## src/rtl/ahb_fb_writer.sv

```systemverilog
// AHB-Lite write port for the 160x120x3b game framebuffer: cursor-addressed pixel writes,
// packed 10-pixel bursts and a full-screen fill engine driving a single-port RAM write port.
module ahb_fb_writer #(
    parameter int FB_WIDTH  = 160,
    parameter int FB_HEIGHT = 120,
    parameter int PIX_BITS  = 3,
    parameter int ADDR_BITS = 15,
    parameter int PACK_N    = 10
) (
    input  logic                 sys_clk,
    input  logic                 sys_resetn,
    input  logic                 ahb_hsel,
    input  logic [11:0]          ahb_haddr,
    input  logic [1:0]           ahb_htrans,
    input  logic                 ahb_hwrite,
    input  logic [31:0]          ahb_hwdata,
    output logic [31:0]          ahb_hrdata,
    output logic                 ahb_hreadyout,
    output logic                 ahb_hresp,
    output logic                 fb_we,
    output logic [ADDR_BITS-1:0] fb_addr,
    output logic [PIX_BITS-1:0]  fb_din,
    output logic                 busy
);
    localparam int FB_DEPTH = FB_WIDTH * FB_HEIGHT;
    localparam int CNT_BITS = $clog2(PACK_N + 1);
    localparam logic [2:0] REG_CURSOR = 3'd0;
    localparam logic [2:0] REG_PIXEL  = 3'd1;
    localparam logic [2:0] REG_PACK   = 3'd2;
    localparam logic [2:0] REG_FILL   = 3'd3;
    localparam logic [2:0] REG_STATUS = 3'd4;
    localparam logic [ADDR_BITS-1:0] LAST_ADDR = ADDR_BITS'(FB_DEPTH - 1);
    localparam logic [CNT_BITS-1:0]  CNT_LAST  = CNT_BITS'(PACK_N);

    typedef enum logic [1:0] {
        ST_IDLE = 2'd0,
        ST_PACK = 2'd1,
        ST_FILL = 2'd2
    } state_t;

    // Framebuffer addresses wrap at FB_DEPTH, not at the power of two.
    function automatic logic [ADDR_BITS-1:0] f_wrap_add(input logic [ADDR_BITS-1:0] base,
                                                        input int unsigned step);
        logic [ADDR_BITS:0] sum;
        sum = {1'b0, base} + (ADDR_BITS+1)'(step);
        if (sum >= (ADDR_BITS+1)'(FB_DEPTH)) begin
            sum = sum - (ADDR_BITS+1)'(FB_DEPTH);
        end else begin
            sum = sum;
        end
        return sum[ADDR_BITS-1:0];
    endfunction

    state_t                r_state;
    state_t                w_state_next;
    logic                  r_busy;
    logic                  r_dp_valid;
    logic                  r_dp_write;
    logic [2:0]            r_dp_reg;
    logic [ADDR_BITS-1:0]  r_cursor;
    logic                  r_fb_we;
    logic [ADDR_BITS-1:0]  r_fb_addr;
    logic [PIX_BITS-1:0]   r_fb_din;
    logic [31:0]           r_pack;
    logic [CNT_BITS-1:0]   r_cnt;
    logic                  w_stall;
    logic                  w_accept;
    logic                  w_wr_done;
    logic [ADDR_BITS-1:0]  w_cursor_load;
    logic [31:0]           w_rdata;
    logic                  w_unused;

    // Only mapped registers wait on the engine; STATUS and unmapped offsets never stall.
    assign w_stall       = r_dp_valid & (r_dp_reg < REG_STATUS) & r_busy;
    assign w_accept      = ahb_hsel & ahb_htrans[1] & ahb_hreadyout;
    assign w_wr_done     = r_dp_valid & r_dp_write & ~w_stall;
    assign w_cursor_load = (ahb_hwdata >= 32'(FB_DEPTH)) ? '0 : ahb_hwdata[ADDR_BITS-1:0];
    assign w_unused      = ^{ahb_haddr[11:5], ahb_haddr[1:0], ahb_htrans[0]};

    assign ahb_hreadyout = ~w_stall;
    assign ahb_hresp     = 1'b0;
    assign ahb_hrdata    = w_rdata;
    assign fb_we         = r_fb_we;
    assign fb_addr       = r_fb_addr;
    assign fb_din        = r_fb_din;
    assign busy          = r_busy;

    // Address-phase capture; held while the current data phase is stalled.
    always_ff @(posedge sys_clk) begin
        if (!sys_resetn) begin
            r_dp_valid <= 1'b0;
            r_dp_write <= 1'b0;
            r_dp_reg   <= 3'd0;
        end else if (ahb_hreadyout) begin
            r_dp_valid <= w_accept;
            r_dp_write <= ahb_hwrite;
            r_dp_reg   <= ahb_haddr[4:2];
        end else begin
            r_dp_valid <= r_dp_valid;
            r_dp_write <= r_dp_write;
            r_dp_reg   <= r_dp_reg;
        end
    end

    // Read mux for the data phase.
    always_comb begin
        w_rdata = 32'd0;
        if (r_dp_valid && !r_dp_write) begin
            case (r_dp_reg)
                REG_CURSOR: w_rdata[ADDR_BITS-1:0] = r_cursor;
                REG_STATUS: begin
                    w_rdata[0]              = r_busy;
                    w_rdata[16 +: ADDR_BITS] = r_fb_addr;
                end
                default:    w_rdata = 32'd0;
            endcase
        end else begin
            w_rdata = 32'd0;
        end
    end

    // Engine state register; busy follows the next state so it rises with the first engine write.
    always_ff @(posedge sys_clk) begin
        if (!sys_resetn) begin
            r_state <= ST_IDLE;
            r_busy  <= 1'b0;
        end else begin
            r_state <= w_state_next;
            r_busy  <= (w_state_next != ST_IDLE);
        end
    end

    // Engine next-state decode.
    always_comb begin
        w_state_next = r_state;
        case (r_state)
            ST_IDLE: begin
                if (w_wr_done && r_dp_reg == REG_PACK) begin
                    w_state_next = ST_PACK;
                end else if (w_wr_done && r_dp_reg == REG_FILL) begin
                    w_state_next = ST_FILL;
                end else begin
                    w_state_next = ST_IDLE;
                end
            end
            ST_PACK: w_state_next = (r_cnt == CNT_LAST) ? ST_IDLE : ST_PACK;
            ST_FILL: w_state_next = (r_fb_addr == LAST_ADDR) ? ST_IDLE : ST_FILL;
            default: w_state_next = ST_IDLE;
        endcase
    end

    // Cursor and RAM write port; r_cnt counts pixels already issued in the current PACK.
    always_ff @(posedge sys_clk) begin
        if (!sys_resetn) begin
            r_cursor  <= '0;
            r_fb_we   <= 1'b0;
            r_fb_addr <= '0;
            r_fb_din  <= '0;
            r_pack    <= 32'd0;
            r_cnt     <= '0;
        end else begin
            r_fb_we <= 1'b0;
            case (r_state)
                ST_IDLE: begin
                    if (w_wr_done) begin
                        case (r_dp_reg)
                            REG_CURSOR: r_cursor <= w_cursor_load;
                            REG_PIXEL: begin
                                r_fb_we   <= 1'b1;
                                r_fb_addr <= r_cursor;
                                r_fb_din  <= ahb_hwdata[PIX_BITS-1:0];
                                r_cursor  <= f_wrap_add(r_cursor, 1);
                            end
                            REG_PACK: begin
                                r_fb_we   <= 1'b1;
                                r_fb_addr <= r_cursor;
                                r_fb_din  <= ahb_hwdata[PIX_BITS-1:0];
                                r_pack    <= ahb_hwdata >> PIX_BITS;
                                r_cnt     <= CNT_BITS'(1);
                                r_cursor  <= f_wrap_add(r_cursor, PACK_N);
                            end
                            REG_FILL: begin
                                r_fb_we   <= 1'b1;
                                r_fb_addr <= '0;
                                r_fb_din  <= ahb_hwdata[PIX_BITS-1:0];
                            end
                            default: r_cursor <= r_cursor;
                        endcase
                    end else begin
                        r_cursor <= r_cursor;
                    end
                end
                ST_PACK: begin
                    if (r_cnt != CNT_LAST) begin
                        r_fb_we   <= 1'b1;
                        r_fb_addr <= f_wrap_add(r_fb_addr, 1);
                        r_fb_din  <= r_pack[PIX_BITS-1:0];
                        r_pack    <= r_pack >> PIX_BITS;
                        r_cnt     <= r_cnt + CNT_BITS'(1);
                    end else begin
                        r_cnt <= '0;
                    end
                end
                ST_FILL: begin
                    if (r_fb_addr != LAST_ADDR) begin
                        r_fb_we   <= 1'b1;
                        r_fb_addr <= r_fb_addr + ADDR_BITS'(1);
                    end else begin
                        r_cursor <= '0;
                    end
                end
                default: r_cnt <= '0;
            endcase
        end
    end
endmodule
```

## config.mk

```make
export PLATFORM = sky130hd
export DESIGN_NAME = ahb_fb_writer
export DESIGN_NICKNAME = d
export VERILOG_FILES = /design/src/rtl/ahb_fb_writer.sv
export SDC_FILE = /design/constraint.sdc
export NUM_CORES = 1
export LEC_CHECK = 0
export CAP_MARGIN = 20
export CORE_ASPECT_RATIO = 0.75
export CORE_MARGIN = 8
export CORE_UTILIZATION = 38
export DETAILED_ROUTE_END_ITERATION = 10
export HOLD_SLACK_MARGIN = 0.08
export PLACE_DENSITY = 0.68
export SYNTH_ARGS = -nofsm -noshare
export SYNTH_HDL_FRONTEND = slang
export SYNTH_SLANG_ARGS = --single-unit
```

## constraint.sdc

```tcl
create_clock -name sys_clk -period 3.7 [get_ports sys_clk]
set_clock_uncertainty 0.1 [all_clocks]
set_input_delay 0.74 -clock sys_clk [delete_from_list [all_inputs] [get_ports sys_clk]]
set_output_delay 0.74 -clock sys_clk [all_outputs]
set_load 0.01 [all_outputs]
```

==> summary.txt <==
Worst setup path
  – Crit. End Element: output port
  – CP Data Required Time: 2.86 ns
  – Largest stage delay, worst path: 0.55 ns
  – CP most frequent cell: nor2_1
  – CP Buf/Inv Count: 1
  – Crit path kind: register to output port
  – Max stage delay cell, worst path: nor2_1
  – Crit-path cells: nor2_1 -> nand3b_1 -> nor2_1 -> and2_1 -> clkdlybuf4s50_1
  – CP Launch Type: register
  – FF-to-FF setup slack: 0.51 ns
  – Critical Path AT: 2.54 ns
  – Crit-path max FO: 12
  – CP delay by family, top: simple AND/OR/NAND/NOR gates

Floorplanning
  – I/O pin count: 104
  – Core Footprint: 0.0145 mm2
  – Chip height: 122 um
  – Rows: 38
  – Initial core utilization: 0.391
  – Die Wd: 157 um
  – Die area: 0.0192 mm2

Logic synthesis
  – Number of synthesized flops with an enable pin: 0
  – #FFs+latches synth: 75
  – Avg Inst Size Synth: 7.77 um2
  – Prevailing post-synth register cell: dfxtp_1
  – Post-synthesis cell area: 0.00569 mm2
  – Warnings, synthesis: 0
  – Post-synth ARST share: 0
  – Synthesized netlist cell count: 733
  – Sequential area share after synthesis: 0.264
  – Unique masters post-synth: 85

Timing
  – Slew Limit Fails: 0
  – Unrepaired setup endpoints after global routing: false
  – Post-layout min period: 3.38 ns
  – Slew HR: 0.410
  – Finish-stage setup viols: 0
  – Post-route setup slack: 0.322 ns
  – Slew @ Worst Pin: 0.881 ns
  – Period utilization: 0.913
  – Hold violation count in the final report: 0
  – Fmax: 296 MHz
  – Setup_tns: 0 ns

CTS
  – Sink Count: 75
  – CTS Root Cell: clkbuf_16
  – CTS Buf Count: 9
  – Post-CTS sizing: 0
  – Post-CTS Setup Bufs: 0
  – CTS tree: yes
  – CTS Hold Buffers Added: 0
  – Clk slew on worst S/H paths: 0.06 ns
  – Clock latency on the worst-skew pair: 0.34 ns
  – Max Root-Sink Buffers: 2
  – Htree depth: 3

Power and ir drop
  – Net Sw Power: 479 uW
  – Sw frac: 0.253
  – Power density over the cells: 268 mW/mm2
  – Peak VDD IR: 0.000241 V
  – Clock power frac: 0.488
  – Comb power frac: 0.077
  – Sequential fraction of design power: 0.435
  – P_int: 1.42 mW
  – Leakage: 2.40 nW

Drt
  – DRC Markers: 0
  – Via count: 5883
  – Post-detailed-route count of antenna-violating nets: 0
  – Drt first pass iters: 5
  – DR WL/cell: 18.1 um
  – Vias per inst: 5.88
  – Final wirelength: 18200 um
  – DRT iter0 DRCs: 610

Run status
  – Run status: completed

Min path
  – Worst min-delay path class: register to register

Global routing
  – GR Overflow Total: 0
  – First-pass GRT wire length: 28900 um
  – Initial antenna violation count: 0
  – Largest net degree at the start of global routing: 56
  – Vias in the first global route: 5419
  – GRT Total Usage: 0.186

Placed design
  – Worst slack, placed: 0.593 ns
  – Dpl hpwl: 13500 um
  – I/O Buffers: 90
  – Placer Congestion: 0.896
  – Cell Area, Placed: 0.00677 mm2

Finish
  – Area growth, synth to finish: 24.2%
  – Max FFs per register: 29
  – Fraction of layout cells with a size suffix above 1: 0.0899
  – Top reg by flops: r_pack
  – Antenna fix cells: 0
  – Final net count: 859
  – Fin area: 0.00707 mm2
  – Layout fillers: 1456

Run
  – Max Cap Viol: 0
-- metal layers --
| layer | vias to the layer above | global-route usage | share of wire |
|---|---|---|---|
| li1 | 2860 | - | - |
| met4 | 0 | 0.0415 | 0.012 |
| met3 | 20 | 0.0552 | 0.11 |
| met5 | - | 0 | 0 |
| met1 | 2720 | 0.271 | 0.48 |
| met2 | 283 | 0.264 | 0.40 |
-- power by group through the flow --
stage               Combinational (mW)  Clock [mW]  Sequential (mW)
floorplan                       0.0708           0            0.837
global placement                 0.143           0            0.842
detailed placement               0.143           0            0.842
CTS                              0.144       0.940            0.824
global route                     0.157       0.975            0.825
finish                           0.145       0.925            0.825
-- layout make-up --
class	instances	area, um2	area share
inverters	18	67.6	0.00956
multi-input cells	582	3890	0.551
repair buffers	110	1050	0.149
clock inverters	7	80.1	0.0113
well taps	200	250	0.0354
clock buffers	9	225	0.0319
flip-flops and latches	75	1500	0.212
-- metrics by stage --
stage	utilization	instances	power (mW)	hold slack [ns]
floorplan	-	735	0.908	0.332
global placement	0.465	985	0.985	0.341
detailed placement	0.465	985	0.985	0.346
CTS	0.486	1001	1.91	0.354
global route	0.486	1001	1.96	0.382
finish	0.486	1001	1.89	0.351
-- cell families after synthesis --
kind of cell	share of synthesized area
mux	0.0712
simple gates	0.269
flops	0.264
other cells	0.000659
fa+ha+maj	0.0286
buf+inv	0.0582
compound gates	0.282
xor+xnor	0.0262
-- cells in the mapped netlist, types with 5 or more instances --
library cell | number | share of area
o31ai_1 | 9 | 0.012
ha_1 | 13 | 0.029
a211oi_1 | 32 | 0.042
nand2b_1 | 7 | 0.0077
a31o_2 | 5 | 0.0077
or2_2 | 6 | 0.0066
nand4_1 | 14 | 0.015
nand3_1 | 18 | 0.016
a22oi_1 | 18 | 0.024
a21oi_1 | 41 | 0.036
and2_1 | 28 | 0.031
o21ai_0 | 22 | 0.019
nor3_1 | 16 | 0.014
nand2_1 | 57 | 0.038
mux2i_1 | 36 | 0.063
o31a_1 | 6 | 0.0092
dfxtp_1 | 75 | 0.26
inv_1 | 17 | 0.011
or4_1 | 6 | 0.0079
xnor2_1 | 8 | 0.012
nor2_1 | 92 | 0.061
buf_2 | 12 | 0.011
xor2_1 | 9 | 0.014
a21o_1 | 7 | 0.0092
a221o_1 | 5 | 0.0088
clkbuf_1 | 37 | 0.024
a31oi_1 | 14 | 0.015
buf_4 | 6 | 0.0079
nor4_1 | 11 | 0.012
and3_1 | 6 | 0.0066
-- cells in the final DEF, fill, tap and decap left out, types with 4 or more instances in the layout --
cell type / n
a211oi_1: 31
a21o_1: 7
a21oi_1: 41
a221o_1: 5
a22o_1: 4
a22oi_1: 18
a31o_2: 5
a31oi_1: 14
a32oi_1: 4
and2_1: 28
and3_1: 6
and4_1: 4
buf_4: 20
clkbuf_16: 9
clkdlybuf4s50_1: 90
dfxtp_1: 75
ha_1: 12
inv_1: 17
mux2i_1: 36
nand2_1: 57
nand2b_1: 7
nand3_1: 18
nand4_1: 14
nor2_1: 91
nor2b_1: 4
nor3_1: 16
nor4_1: 11
o21a_1: 4
o21ai_0: 22
o31a_1: 6
o31ai_1: 9
or2_2: 6
or3_1: 4
or4_1: 6
xnor2_1: 8
xor2_1: 9
-- worst reg2reg max path, cell delays in order (launching register included) --
cell     delay, ns
dfxtp_1       0.46
ha_1          0.34
nand4_4       0.19
nor4_4        0.54
mux2_2        0.28
nand2_1       0.23
nor3_1        0.63
a21oi_1       0.08
a31oi_1       0.26
-- path summary, 6_finish.rpt --
check | startpoint | depth (start not counted) | endpoint
max | r_dp_reg[1] | 5 | ahb_hrdata[2]
max reg2reg | fb_addr[0] | 8 | r_cursor[11]
min | r_pack[27] | 2 | r_pack[27]
min reg2reg | r_pack[27] | 2 | r_pack[27]
Note: power is estimated with default switching activity, not from simulation.
